## src/rtl/regfile_dump_pkg.sv

```systemverilog
// Shared debug package for the register-file dump engine: state encoding,
// default widths and the architectural register count.
package regfile_dump_pkg;

    localparam int DATA_W_DEF = 32;
    localparam int IDX_W_DEF  = 5;
    localparam int REG_COUNT  = 32;

    typedef enum logic [1:0] {
        ST_IDLE = 2'd0,
        ST_READ = 2'd1,
        ST_SEND = 2'd2,
        ST_DONE = 2'd3
    } state_e;

endpackage : regfile_dump_pkg

```

## src/rtl/regfile_dump.sv

```systemverilog
// Debug read-out engine: walks a (possibly wrapping) range of register
// indices through a dedicated combinational read port and streams each
// {index, value} pair over a valid/ready interface. Never writes the
// register file. All outputs come straight from flops; their next values are
// decoded from the next state so they line up with the state register.
module regfile_dump
    import regfile_dump_pkg::*;
#(
    parameter int DATA_W = DATA_W_DEF,
    parameter int IDX_W  = IDX_W_DEF
) (
    input  logic              clk,
    input  logic              rst_n,
    input  logic              start,
    input  logic [IDX_W-1:0]  first_idx,
    input  logic [IDX_W-1:0]  last_idx,
    input  logic              abort,
    output logic [IDX_W-1:0]  rf_addr,
    input  logic [DATA_W-1:0] rf_data,
    output logic              out_valid,
    input  logic              out_ready,
    output logic [IDX_W-1:0]  out_idx,
    output logic [DATA_W-1:0] out_data,
    output logic              busy,
    output logic              done
);

    localparam logic [IDX_W-1:0] IDX_ONE  = {{(IDX_W-1){1'b0}}, 1'b1};
    localparam logic [IDX_W-1:0] IDX_ZERO = {IDX_W{1'b0}};

    state_e              state_r;
    state_e              state_nx_s;
    logic [IDX_W-1:0]    cur_idx_r;
    logic [IDX_W-1:0]    cur_idx_nx_s;
    logic [IDX_W-1:0]    end_idx_r;
    logic [IDX_W-1:0]    end_idx_nx_s;
    logic                capture_s;
    logic [IDX_W-1:0]    rf_addr_r;
    logic                out_valid_r;
    logic [IDX_W-1:0]    out_idx_r;
    logic [DATA_W-1:0]   out_data_r;
    logic                busy_r;
    logic                done_r;

    // Next-state, index counter and capture decode; abort wins everywhere but IDLE.
    always_comb begin
        state_nx_s   = state_r;
        cur_idx_nx_s = cur_idx_r;
        end_idx_nx_s = end_idx_r;
        capture_s    = 1'b0;
        case (state_r)
            ST_IDLE: begin
                if (start && !abort) begin
                    state_nx_s   = ST_READ;
                    cur_idx_nx_s = first_idx;
                    end_idx_nx_s = last_idx;
                end else begin
                    state_nx_s   = ST_IDLE;
                end
            end
            ST_READ: begin
                if (abort) begin
                    state_nx_s = ST_IDLE;
                end else begin
                    state_nx_s = ST_SEND;
                    capture_s  = 1'b1;
                end
            end
            ST_SEND: begin
                if (abort) begin
                    state_nx_s = ST_IDLE;
                end else if (out_ready) begin
                    if (cur_idx_r == end_idx_r) begin
                        state_nx_s = ST_DONE;
                    end else begin
                        state_nx_s   = ST_READ;
                        // Natural IDX_W-bit overflow gives the modulo-32 wrap.
                        cur_idx_nx_s = cur_idx_r + IDX_ONE;
                    end
                end else begin
                    state_nx_s = ST_SEND;
                end
            end
            ST_DONE: begin
                state_nx_s = ST_IDLE;
            end
            default: begin
                state_nx_s = ST_IDLE;
            end
        endcase
    end

    // State, index bounds and registered outputs; async reset clears everything.
    always_ff @(posedge clk or negedge rst_n) begin
        if (!rst_n) begin
            state_r     <= ST_IDLE;
            cur_idx_r   <= IDX_ZERO;
            end_idx_r   <= IDX_ZERO;
            rf_addr_r   <= IDX_ZERO;
            out_valid_r <= 1'b0;
            busy_r      <= 1'b0;
            done_r      <= 1'b0;
        end else begin
            state_r     <= state_nx_s;
            cur_idx_r   <= cur_idx_nx_s;
            end_idx_r   <= end_idx_nx_s;
            rf_addr_r   <= (state_nx_s == ST_READ) ? cur_idx_nx_s : IDX_ZERO;
            out_valid_r <= (state_nx_s == ST_SEND);
            busy_r      <= (state_nx_s != ST_IDLE);
            done_r      <= (state_nx_s == ST_DONE);
        end
    end

    // Snapshot of the register value at the READ edge; held through SEND.
    always_ff @(posedge clk or negedge rst_n) begin
        if (!rst_n) begin
            out_idx_r  <= IDX_ZERO;
            out_data_r <= {DATA_W{1'b0}};
        end else if (capture_s) begin
            out_idx_r  <= cur_idx_r;
            out_data_r <= rf_data;
        end else begin
            out_idx_r  <= out_idx_r;
            out_data_r <= out_data_r;
        end
    end

    assign rf_addr   = rf_addr_r;
    assign out_valid = out_valid_r;
    assign out_idx   = out_idx_r;
    assign out_data  = out_data_r;
    assign busy      = busy_r;
    assign done      = done_r;

endmodule : regfile_dump

```

## config.mk

```make
export PLATFORM = sky130hd
export DESIGN_NAME = regfile_dump
export DESIGN_NICKNAME = d
export VERILOG_FILES = /design/src/rtl/regfile_dump_pkg.sv /design/src/rtl/regfile_dump.sv
export SDC_FILE = /design/constraint.sdc
export NUM_CORES = 1
export LEC_CHECK = 0
export CORE_MARGIN = 2
export CORE_UTILIZATION = 39
export CTS_CLUSTER_SIZE = 8
export DETAILED_ROUTE_END_ITERATION = 7
export GPL_TIMING_DRIVEN = 0
export MAX_ROUTING_LAYER = met4
export PLACE_DENSITY = 0.75
export SLEW_MARGIN = 20
export SYNTH_ARGS = -nofsm -noshare
export SYNTH_HDL_FRONTEND = slang
export SYNTH_SLANG_ARGS = --single-unit
```

## constraint.sdc

```tcl
create_clock -name clk -period 1.5 [get_ports clk]
set_input_delay 0.225 -clock clk [delete_from_list [all_inputs] [get_ports clk]]
set_output_delay 0.225 -clock clk [all_outputs]
set_load 0.03 [all_outputs]
```

# Yosys cells after proc, flatten, opt, wreduce, memory -nomap -nowiden
# Cells that the tools add are included.
[classes] n_reduce_logical=5 n_eq_ne=7 mux=14 add_sub_neg=1
[op_table] cell="$mux 5" n=5
[op_table] cell="$pmux 5 s2" n=1
[op_table] cell="$eq 2x2->1 const B" n=4
[op_table] cell="$mux 2" n=4
[op_table] cell="$pmux 2 s4" n=1
[op_table] cell="$add 5x1->5 const B" n=1
[op_table] cell="$eq 5x5->1" n=1
[op_table] cell="$eq 2x1->1 const B" n=2
[op_table] cell="$mux 1" n=3
[op_table] cell="$logic_not 2->1" n=1
[op_table] cell="$reduce_and 2->1" n=1
[op_table] cell="$reduce_bool 2->1" n=1
[op_table] cell="$logic_and 1x1->1" n=1
[op_table] cell="$logic_not 1->1" n=1
[word_totals] regBits=57 elab_cells=36

# Depth between registers and ports, before layout
[depth] depth_word=7 ltp_mapped=6 mapped_depth_nobuf=5

# Least setup slack after synthesis
# No wires, ideal clock.
[synth_path] kind="flip-flop to flip-flop" startpoint="register state_r[1]" endpoint="register out_data_r[10], in the netlist out_data[10]" setup_ns=0.125 slack_ns=0.013 period_less_slack_ns=1.487 stages_incl_launch_ff=5 arrival_ns=1.362 t_required_ns=1.375 path_cell_list="dfrtp_1 -> buf_2 -> nor3_2 -> buf_2 -> mux2_2"
[synth_via] elab_chain_cells=2
[synth_rtl] item="from (decl)" line_no="regfile_dump.sv:31" rtl="state_e state_r;"
[synth_rtl] item="from (signal assigned)" line_no="regfile_dump.sv:104" rtl="state_r <= state_nx_s;"
[synth_rtl] item="$eq 2x1->1" line_no="regfile_dump.sv:51" rtl="case (state_r)"
[synth_rtl] item="$mux 1" line_no="regfile_dump.sv:51"
[synth_rtl] item="to (signal assigned)" line_no="regfile_dump.sv:118" rtl="out_data_r <= {DATA_W{1'b0}};"
[synth_rtl] item="to (signal assigned)" line_no="regfile_dump.sv:121" rtl="out_data_r <= rf_data;"
[synth_rtl] item="to (signal assigned)" line_no="regfile_dump.sv:124" rtl="out_data_r <= out_data_r;"
[synth_rtl] item="to (decl)" line_no="regfile_dump.sv:41" rtl="logic [DATA_W-1:0] out_data_r;"
# Every way passes these cells.
# A chain may end at the register's enable or synchronous reset.

# Worst setup path after layout
[layout_path] startpoint="register cur_idx_r[3]" endpoint="register rf_addr_r[3], in the netlist rf_addr[3]"
[layout_via] elab_chain_cells=7
[layout_rtl] item="from (decl)" line_no="regfile_dump.sv:33" rtl="logic [IDX_W-1:0] cur_idx_r;"
[layout_rtl] item="from (signal assigned)" line_no="regfile_dump.sv:105" rtl="cur_idx_r <= cur_idx_nx_s;"
[layout_rtl] item="branches (longest 6 deep; another with $add 5x1->5)"
[layout_rtl] item="$mux 5 (*)" line_no="regfile_dump.sv:107" rtl="rf_addr_r <= (state_nx_s == ST_READ) ? cur_idx_nx_s : IDX_ZERO;"
[layout_rtl] item="to (signal assigned)" line_no="regfile_dump.sv:107"
[layout_rtl] item="to (decl)" line_no="regfile_dump.sv:38" rtl="logic [IDX_W-1:0] rf_addr_r;"
# Every way passes the cells marked *.

==> metrics.txt <==
Cells after Synth about 180; Worst Path Max Fanout 3; Synth Net Count about 230; root buf cell clkbuf_8; core area 5960 um^2; dpl ws -0.580 ns; antenna viol nets, final 0; slew margin rel. 0.525; Clock Path Buffers 2; nets@finish 346; vias in the first global route about 1900; total CTS buffers 9; Final Hold Vio Count 0; nature of the critical path endpoint register; Yosys warnings 0; via total after detailed routing about 1900; Critical Path AT between 1.5 and 2 ns; final worst slack -0.0546 ns; Tmin final 1.55 ns; pwr dens about 1500 nW/um^2; Worst-Margin Slew just over 0.7 ns; n_diodes 0; layout cells sized above 1 0.347; DR vias/cell just over 5; # fillers around 470; First DRT Iteration DRCs 79; Non-Filler Instances about 380; top-area cell type share of the netlist area 0.589; post-layout util 0.664; area occupied by registers roughly 1400 um^2; RSZ-0062 raised after global routing yes; Pleak between 1.5 and 2 nW; Die W 82.8 um; flops & latches, synth 57; effective utilization at floorplan 0.407; first-pass GRT wire length about 9400 um; failing checks negative setup slack; Routed WL 6210 um; Clock Skews between 0.005 and 0.006 ns; r2r worst-path depth 6; Area contributors post-synth dfrtp_1 59%, mux2_2 19%, xor2_1 1.8%; worst skew pair latency between 0.3 and 0.4 ns; dominant cell type by area after synthesis dfrtp_1; register area share after synthesis 0.589; CTS tree built; GRT Overall Usage 0.178; GRT overflow 0; clock sinks 57; Design Area, Final 3960 um^2; gpl congestion between 0.7 and 0.8; Multi-input gate area between 1000 and 1500 um^2; post-DP HPWL 3890 um; Max Cap Viol 0; row cnt 28; Tightest Hold Check Type input port to asynchronous set/reset pin; port bufs between 90 and 100; Layout area overhead 63.2%; VDD IR-drop max between 800 and 900 uV; fmax 643 MHz; Critical Path Source Type register; setup violators final 6; dpl cell area around 3400 um^2; DIE AREA 6860 um^2; H-tree Lvls 3; cell count after placement about 350; status complete, but fails checks; count of cell types in the netlist 33; initial antenna violation count 0; Clock Pin Slew Worst Setup and Hold Paths approximately 0.060 ns; DR pass1 iterations 4; fin crit share 1.04; Pins Over Slew Limit 0; per-cell routed wire length approximately 16 um; # IOs between 90 and 100; Worst Path Required roughly 1.7 ns; Mapped Area 2420 um^2; critical path type register to register; Remaining DRCs 0; largest net degree at the start of global routing slightly below 60; syn_area_per_cell between 10 and 15 um^2; Die Height roughly 83 um
flip-flops by register name (all words and copies together), names as in the netlist:
name and flops:
rf_addr 5, state_r 2, done 1, cur_idx_r 5, out_data 32, end_idx_r 5
out_valid 1, out_idx 5, busy 1
critical path: stages (launching register included):
cell	delay, ns
dfrtp_2	0.43
xor2_2	0.18
nor3_2	0.15
buf_4	0.16
nand2_1	0.09
a221oi_2	0.29
a21oi_1	0.12
cell type report:
type / instances / area share
inverter: 1 / 0.00158
tap: 75 / 0.0237
multi-input combinational: 116 / 0.292
buffer: 7 / 0.0183
timing repair buffer: 106 / 0.258
clock buffer: 14 / 0.0411
clock inverter: 2 / 0.00316
sequential: 57 / 0.362
cell usage in the layout (no fill, tap or decap), drive strengths merged, types with 5 or more instances in the layout:
master,n
a21oi,6
buf,19
clkbuf,17
clkdlybuf4s50,44
dfrtp,57
dlygate4sd2,46
mux2,42
nand2,9
nor2,9
nor3,9
xor2,5
final timing paths:
check | slack, ns | startpoint | end
worst min register to register | 0.50 | out_data[4] | out_data[4]
min in group clk | 0.50 | out_data[4] | out_data[4]
max in group asynchronous | 0.49 | rst_n | cur_idx_r[4]
worst max register to register | -0.05 | cur_idx_r[3] | rf_addr[3]
worst max-delay path | -0.05 | cur_idx_r[3] | rf_addr[3]
worst min-delay path | 0.50 | rst_n | out_data[22]
cell families (layout without fill, tap and decap cells):
group,after synthesis,after routing,share of synthesized area
XOR/XNOR,5,5,0.0181
AO/OA/AOI/OAI,20,20,0.0583
AND/OR/NAND/NOR,46,46,0.107
multiplexers,44,44,0.203
adder cells (fa/ha/maj),1,1,0.00516
flip-flops,57,57,0.589
buffers and inverters,10,130,0.0191
timing repair:
item	in CTS	in global routing
setup buffers	6	5
hold buffers	1	0
setup endpoints to repair	96	40
endpoints found under the hold margin	57	0
pin swaps	11	7
gates resized for setup	70	43
gates cloned	1	2
through the flow:
| step | hold WS [ns] | TNS [ns] | total power [mW] |
|---|---|---|---|
| final | 0.501 | -0.167 | 5.92 |
| after global placement | 0.469 | -114.35 | 4.48 |
| after CTS | 0.489 | -0.0964 | 5.68 |
| after global routing | 0.514 | -0.920 | 6.22 |
| after floorplan | -0.0706 | 0 | 3.52 |
| after detailed placement | 0.328 | -23.84 | 4.53 |
metal layers:
metal  vias up  wire length, um  track usage
met3        12              350       0.0447
met5         -                0            -
met1       936             2830        0.222
met2        80             2930        0.271
li1        881                -            -
met4         0              107       0.0909
report_power, final:
part	leakage, nW	internal, mW	switching, mW
Sequential	0.685	1.96	0.247
Combinational	1.00	1.09	1.37
Clock	0.0867	0.688	0.564
Total	1.77	3.74	2.18
Yosys cell counts:
cell,number
dfrtp_1,57
o211ai_1,2
nor4_2,1
nor2b_1,2
a21boi_1,1
and3b_1,1
buf_2,7
o22ai_1,1
and2_1,1
xor2_1,5
inv_1,1
o221ai_1,1
nand2b_1,4
nor3_1,5
nand2_1,9
o211ai_2,1
mux2i_1,2
nor4_1,3
o21ai_0,3
nor3b_1,3
clkbuf_1,2
mux2_1,2
nor2_1,9
or3_1,1
ha_1,1
mux2_2,40
a211oi_1,1
a21oi_1,6
nor3_2,4
nand3_1,3
a21o_4,1
a221oi_1,1
a22oi_1,2
Power figures use the tool's default switching activity.
